==> config.mk <==
export PLATFORM = sky130hd
export DESIGN_NAME = mem_arbiter_flat
export DESIGN_NICKNAME = d
export VERILOG_FILES = /design/src/rtl/mem_arbiter_if.sv /design/src/rtl/mem_arbiter.sv /design/src/flat_wrapper.sv
export SDC_FILE = /design/constraint.sdc
export NUM_CORES = 1
export LEC_CHECK = 0
export ABC_AREA = 1
export CAP_MARGIN = 20
export CORE_AREA = 4 4 107 109
export CTS_CLUSTER_SIZE = 10
export DETAILED_ROUTE_END_ITERATION = 10
export DIE_AREA = 0 0 111 113
export GPL_ROUTABILITY_DRIVEN = 0
export PLACE_DENSITY = 0.87
export SETUP_SLACK_MARGIN = 0.4
export SLEW_MARGIN = 20
export SYNTH_ARGS = -nofsm -noshare
export SYNTH_HDL_FRONTEND = slang
export SYNTH_SLANG_ARGS = --single-unit
==> constraint.sdc <==
create_clock -name clk -period 4.7 [get_ports clk]
set_input_delay 1.175 -clock clk [delete_from_list [all_inputs] [get_ports clk]]
set_output_delay 1.175 -clock clk [all_outputs]
set_load 0.05 [all_outputs]
==> src/rtl/mem_arbiter_if.sv <==
// Bus bundle between the fetch port, data port and memory port of mem_arbiter.
// Ports: fetch (if_*), data (d_*), memory (m_*); slave = arbiter side, master = environment side.
interface mem_arbiter_if;
    logic        if_req;
    logic [31:0] if_addr;
    logic        if_ready;
    logic        if_rvalid;
    logic [31:0] if_rdata;

    logic        d_req;
    logic        d_we;
    logic [31:0] d_addr;
    logic [31:0] d_wdata;
    logic [3:0]  d_wstrb;
    logic        d_ready;
    logic        d_rvalid;
    logic [31:0] d_rdata;

    logic        m_req;
    logic        m_we;
    logic [31:0] m_addr;
    logic [31:0] m_wdata;
    logic [3:0]  m_wstrb;
    logic        m_ready;
    logic        m_rvalid;
    logic [31:0] m_rdata;

    modport slave (
        input  if_req, if_addr,
        output if_ready, if_rvalid, if_rdata,
        input  d_req, d_we, d_addr, d_wdata, d_wstrb,
        output d_ready, d_rvalid, d_rdata,
        output m_req, m_we, m_addr, m_wdata, m_wstrb,
        input  m_ready, m_rvalid, m_rdata
    );

    modport master (
        output if_req, if_addr,
        input  if_ready, if_rvalid, if_rdata,
        output d_req, d_we, d_addr, d_wdata, d_wstrb,
        input  d_ready, d_rvalid, d_rdata,
        input  m_req, m_we, m_addr, m_wdata, m_wstrb,
        output m_ready, m_rvalid, m_rdata
    );
endinterface

==> src/rtl/mem_arbiter.sv <==
// Two-port (fetch/data) arbiter onto one memory port, one transaction in flight.
// Ports: clk, reset (async, active-high), bus (mem_arbiter_if.slave), busy, grant_id (0=fetch, 1=data).
module mem_arbiter #(
    parameter int unsigned STARVE_MAX = 4
) (
    input  logic           clk,
    input  logic           reset,
    mem_arbiter_if.slave   bus,
    output logic           busy,
    output logic           grant_id
);
    typedef enum logic [1:0] {IDLE, ISSUE, WAIT} state_t;

    typedef struct packed {
        logic        we;
        logic [31:0] addr;
        logic [31:0] wdata;
        logic [3:0]  wstrb;
    } cmd_t;

    localparam logic [3:0] SMAX = 4'(STARVE_MAX);

    state_t     state_q, state_d;
    logic       grant_q, grant_d;
    logic [3:0] starve_q, starve_d;
    cmd_t       cmd_q, cmd_d;
    logic       fetch_win;

    // Data has priority; fetch only overtakes once it has been passed over
    // STARVE_MAX times in a row (or when data is not asking at all).
    assign fetch_win = bus.if_req && (!bus.d_req || starve_q == SMAX);

    always_comb begin
        state_d       = state_q;
        grant_d       = grant_q;
        starve_d      = starve_q;
        cmd_d         = cmd_q;
        bus.if_ready  = 1'b0;
        bus.d_ready   = 1'b0;
        bus.if_rvalid = 1'b0;
        bus.d_rvalid  = 1'b0;
        bus.m_req     = 1'b0;
        unique case (state_q)
            IDLE: begin
                if (bus.if_req || bus.d_req) begin
                    state_d = ISSUE;
                    grant_d = !fetch_win;
                    if (fetch_win) begin
                        bus.if_ready = 1'b1;
                        starve_d     = 4'd0;
                        cmd_d        = '{we: 1'b0, addr: bus.if_addr,
                                         wdata: 32'd0, wstrb: 4'd0};
                    end else begin
                        bus.d_ready = 1'b1;
                        if (!bus.if_req)
                            starve_d = 4'd0;
                        else if (starve_q != SMAX)
                            starve_d = starve_q + 4'd1;
                        cmd_d = '{we: bus.d_we, addr: bus.d_addr,
                                  wdata: bus.d_wdata, wstrb: bus.d_wstrb};
                    end
                end
            end
            ISSUE: begin
                bus.m_req = 1'b1;
                if (bus.m_ready)
                    state_d = WAIT;
            end
            WAIT: begin
                if (bus.m_rvalid) begin
                    state_d = IDLE;
                    if (grant_q)
                        bus.d_rvalid = 1'b1;
                    else
                        bus.if_rvalid = 1'b1;
                end
            end
            default: state_d = IDLE;
        endcase
    end

    // Read data is only forwarded to the port whose response is valid.
    assign bus.if_rdata = bus.if_rvalid ? bus.m_rdata : 32'd0;
    assign bus.d_rdata  = bus.d_rvalid  ? bus.m_rdata : 32'd0;

    assign bus.m_we    = cmd_q.we;
    assign bus.m_addr  = cmd_q.addr;
    assign bus.m_wdata = cmd_q.wdata;
    assign bus.m_wstrb = cmd_q.wstrb;

    assign busy     = (state_q != IDLE);
    assign grant_id = grant_q;

    always_ff @(posedge clk or posedge reset) begin
        if (reset) begin
            state_q  <= IDLE;
            grant_q  <= 1'b0;
            starve_q <= 4'd0;
            cmd_q    <= '0;
        end else begin
            state_q  <= state_d;
            grant_q  <= grant_d;
            starve_q <= starve_d;
            cmd_q    <= cmd_d;
        end
    end
endmodule

==> src/flat_wrapper.sv <==
// flat-port wrapper written by rule: the top's interface ports become plain ports
module mem_arbiter_flat 
#(
    parameter int unsigned STARVE_MAX = 4
)
  (clk, reset, busy, grant_id, bus_if_req, bus_if_addr, bus_if_ready, bus_if_rvalid, bus_if_rdata, bus_d_req, bus_d_we, bus_d_addr, bus_d_wdata, bus_d_wstrb, bus_d_ready, bus_d_rvalid, bus_d_rdata, bus_m_req, bus_m_we, bus_m_addr, bus_m_wdata, bus_m_wstrb, bus_m_ready, bus_m_rvalid, bus_m_rdata);
  mem_arbiter_if bus_i ();
  input  logic clk;
  input  logic reset;
  output logic busy;
  output logic grant_id;
  input wire logic [$bits(bus_i.if_req)-1:0] bus_if_req;
  input wire logic [$bits(bus_i.if_addr)-1:0] bus_if_addr;
  output wire logic [$bits(bus_i.if_ready)-1:0] bus_if_ready;
  output wire logic [$bits(bus_i.if_rvalid)-1:0] bus_if_rvalid;
  output wire logic [$bits(bus_i.if_rdata)-1:0] bus_if_rdata;
  input wire logic [$bits(bus_i.d_req)-1:0] bus_d_req;
  input wire logic [$bits(bus_i.d_we)-1:0] bus_d_we;
  input wire logic [$bits(bus_i.d_addr)-1:0] bus_d_addr;
  input wire logic [$bits(bus_i.d_wdata)-1:0] bus_d_wdata;
  input wire logic [$bits(bus_i.d_wstrb)-1:0] bus_d_wstrb;
  output wire logic [$bits(bus_i.d_ready)-1:0] bus_d_ready;
  output wire logic [$bits(bus_i.d_rvalid)-1:0] bus_d_rvalid;
  output wire logic [$bits(bus_i.d_rdata)-1:0] bus_d_rdata;
  output wire logic [$bits(bus_i.m_req)-1:0] bus_m_req;
  output wire logic [$bits(bus_i.m_we)-1:0] bus_m_we;
  output wire logic [$bits(bus_i.m_addr)-1:0] bus_m_addr;
  output wire logic [$bits(bus_i.m_wdata)-1:0] bus_m_wdata;
  output wire logic [$bits(bus_i.m_wstrb)-1:0] bus_m_wstrb;
  input wire logic [$bits(bus_i.m_ready)-1:0] bus_m_ready;
  input wire logic [$bits(bus_i.m_rvalid)-1:0] bus_m_rvalid;
  input wire logic [$bits(bus_i.m_rdata)-1:0] bus_m_rdata;
  assign bus_i.if_req = bus_if_req;
  assign bus_i.if_addr = bus_if_addr;
  assign bus_if_ready = bus_i.if_ready;
  assign bus_if_rvalid = bus_i.if_rvalid;
  assign bus_if_rdata = bus_i.if_rdata;
  assign bus_i.d_req = bus_d_req;
  assign bus_i.d_we = bus_d_we;
  assign bus_i.d_addr = bus_d_addr;
  assign bus_i.d_wdata = bus_d_wdata;
  assign bus_i.d_wstrb = bus_d_wstrb;
  assign bus_d_ready = bus_i.d_ready;
  assign bus_d_rvalid = bus_i.d_rvalid;
  assign bus_d_rdata = bus_i.d_rdata;
  assign bus_m_req = bus_i.m_req;
  assign bus_m_we = bus_i.m_we;
  assign bus_m_addr = bus_i.m_addr;
  assign bus_m_wdata = bus_i.m_wdata;
  assign bus_m_wstrb = bus_i.m_wstrb;
  assign bus_i.m_ready = bus_m_ready;
  assign bus_i.m_rvalid = bus_m_rvalid;
  assign bus_i.m_rdata = bus_m_rdata;
  mem_arbiter #(.STARVE_MAX(STARVE_MAX)) u_core (.clk(clk), .reset(reset), .bus(bus_i), .busy(busy), .grant_id(grant_id));
endmodule
==> metrics.txt <==
status=complete, no violations; synthesized area=4050 um^2; syn nets=about 730; WS Path Type=in2out; sequential area share after synthesis=0.470; clock tree buffer depth=2; Die W=about 110 um; Fin. Hold Viols=0; Fill cells=between 700 and 800; Pleak=3.99 nW; area delta synth->final=92.2%; final non-filler cell total=roughly 1000; Detail Route Antenna Nets=0; Clock Pin Slew Worst Setup and Hold Paths=0.07 ns; normalized max-slew margin=0.371; final setup TNS=0 ns; Port Buffers=approximately 280; commonest non-fill, non-tap cells in the layout=nand2_1 (219), clkdlybuf4s50_1 (210), inv_1 (107), dfrtp_1 (76); Final Hold Slack=~0.48 ns; Crit. End Element=output port; H-Tree Level Count=3; #FFs+latches synth=76; gr ovfl total=0; row cnt=38; Top Ports=roughly 280; Worst Tran Pin Value=around 0.94 ns; vias in the first global route=4516; final WL=around 15 mm; HP Class=reg2reg; CP arrival=approximately 2.5 ns; Clock Skew=between 0.015 and 0.02 ns; period utilisation layout=0.785; first-pass GRT wire length=23.6 mm; Multi-input gate area=roughly 1600 um^2; fin crit period=roughly 3.7 ns; drt drc=0; crit path launch type=input pin; clk root buf=clkbuf_8; routed vias/inst=approximately 4.6; PD cells=around 600 nW/um^2; Wirelength per Cell=roughly 15 um; Max FO, Critical Path=35; Seq. cell area=~1900 um^2; 1st-iter DRT viols=between 200 and 300; largest net degree at the start of global routing=77; CTS buffer count=9; TritonCTS clock tree=built; DRT Pass-1 Iters=5; most common cell after layout, fill and taps aside=nand2_1; Core Util, Final=0.734; Syn Inst Count=slightly below 600; peak supply drop=between 0.3 and 0.4 mV; Clock Latency Late Sink=between 0.3 and 0.4 ns; total die area=approximately 13000 um^2; Mean Syn Cell Area=between 6 and 7 um^2; GRT Total Usage=0.235; cts repair resizes=0; hpwl dp=12.2 mm; dpl cells=just under 1000; Distinct cells, synth=19; RSZ-0062 raised after global routing=no; Crit path required time=roughly 3.5 ns; max-cap viol count=0; Design Power=approximately 0.0045 W; f_max=around 270 MHz; Core Area=around 11000 um^2; synth warn=0; clk sinks=76; starting density of the core=0.382; die height=between 100 and 150 um; Final nets=999; postcts setup bufs=0; initial antenna violation count=1; Final setup viols=0; CTS Hold Buffers Added=0; layout cells sized above 1=0.118; routed via count=4600; Final Max Tran Viols=0
registers in the layout, indices dropped and copies added (netlist names):
signal,count
u_core.bus.m_addr,32
u_core.bus.m_wdata,32
u_core.bus.m_wstrb,4
u_core.starve_q,4
u_core.state_q,2
u_core.bus.m_we,1
u_core.grant_id,1
layout make-up:
type                            count  area share
Antenna cell                        1    0.000322
Inverter                          111      0.0536
Clock inverter                      5     0.00756
Timing Repair Buffer              287       0.454
Tap cell                          140      0.0225
Clock buffer                       11      0.0182
Sequential cell                    76       0.244
Multi-Input combinational cell    373       0.199
logic make-up (layout without fill, tap and decap cells):
group	count (synthesis)	in the layout	synth area share
DFF	76	76	0.470
AOI/OAI and AO/OA	6	6	0.00897
other	0	1	0
xor gates and xnor gates	1	1	0.00216
buffers and inverters	142	414	0.147
and+or+nand+nor	364	364	0.366
adders and majority gates	2	2	0.00618
cell usage after synthesis:
cell type  number  share of area
o31ai_1         1         0.0019
o21ai_0         4         0.0049
inv_2           3         0.0028
nand2_4         1         0.0028
a31o_2          1         0.0022
buf_2          21          0.026
nor2_2          1         0.0015
buf_4           3         0.0056
inv_1         108           0.10
dfrtp_1        76           0.47
ha_1            2         0.0062
nor2_1         70          0.065
clkbuf_1        4         0.0037
nand2_2         1         0.0015
nor2_4          2         0.0056
buf_6           3         0.0083
xnor2_1         1         0.0022
nand2_1       219           0.20
nand3_1        70          0.087
power by group:
group / leakage, nW / internal, W / switching [W]
Sequential: 0.949 / 0.000956 / 0.000173
Combinational: 2.94 / 0.000968 / 0.00194
Clock: 0.0960 / 0.000261 / 0.000239
worst paths after layout:
kind                            depth (start not counted)                      to  slack (ns)                   from
worst max-delay path                                    4            bus_if_ready        1.01             bus_if_req
worst min-delay path                                    2   u_core.bus.m_wdata[3]        0.48  u_core.bus.m_wdata[3]
worst max register to register                         10  u_core.bus.m_wdata[11]        2.60     u_core.starve_q[0]
worst min register to register                          2   u_core.bus.m_wdata[3]        0.48  u_core.bus.m_wdata[3]
max in group asynchronous                               3   u_core.bus.m_addr[29]        2.63                  reset
min in group asynchronous                               3  u_core.bus.m_wdata[24]        1.42                  reset
per-layer routing:
layer | vias up | part of all wire | track usage
met3 | 35 | 0.068 | 0.0540
met1 | 2104 | 0.37 | 0.259
li1 | 2255 | - | -
met5 | - | 0 | 0
met4 | 0 | 0.032 | 0.0961
met2 | 206 | 0.53 | 0.437
stage by stage:
stage	area [um^2]	setup WS (ns)
2_1_floorplan	4050	1.32
3_3_place_gp	7580	1.04
3_5_place_dp	7580	0.997
4_1_cts	7780	0.999
5_1_grt	7780	0.933
6_report	7780	1.01
worst max-delay path, cell delays in order:
cell and delay, ns:
clkdlybuf4s50_1 0.62, nand2_4 0.28, nor2_1 0.27, buf_12 0.17
(Power assumes the default switching activity.)
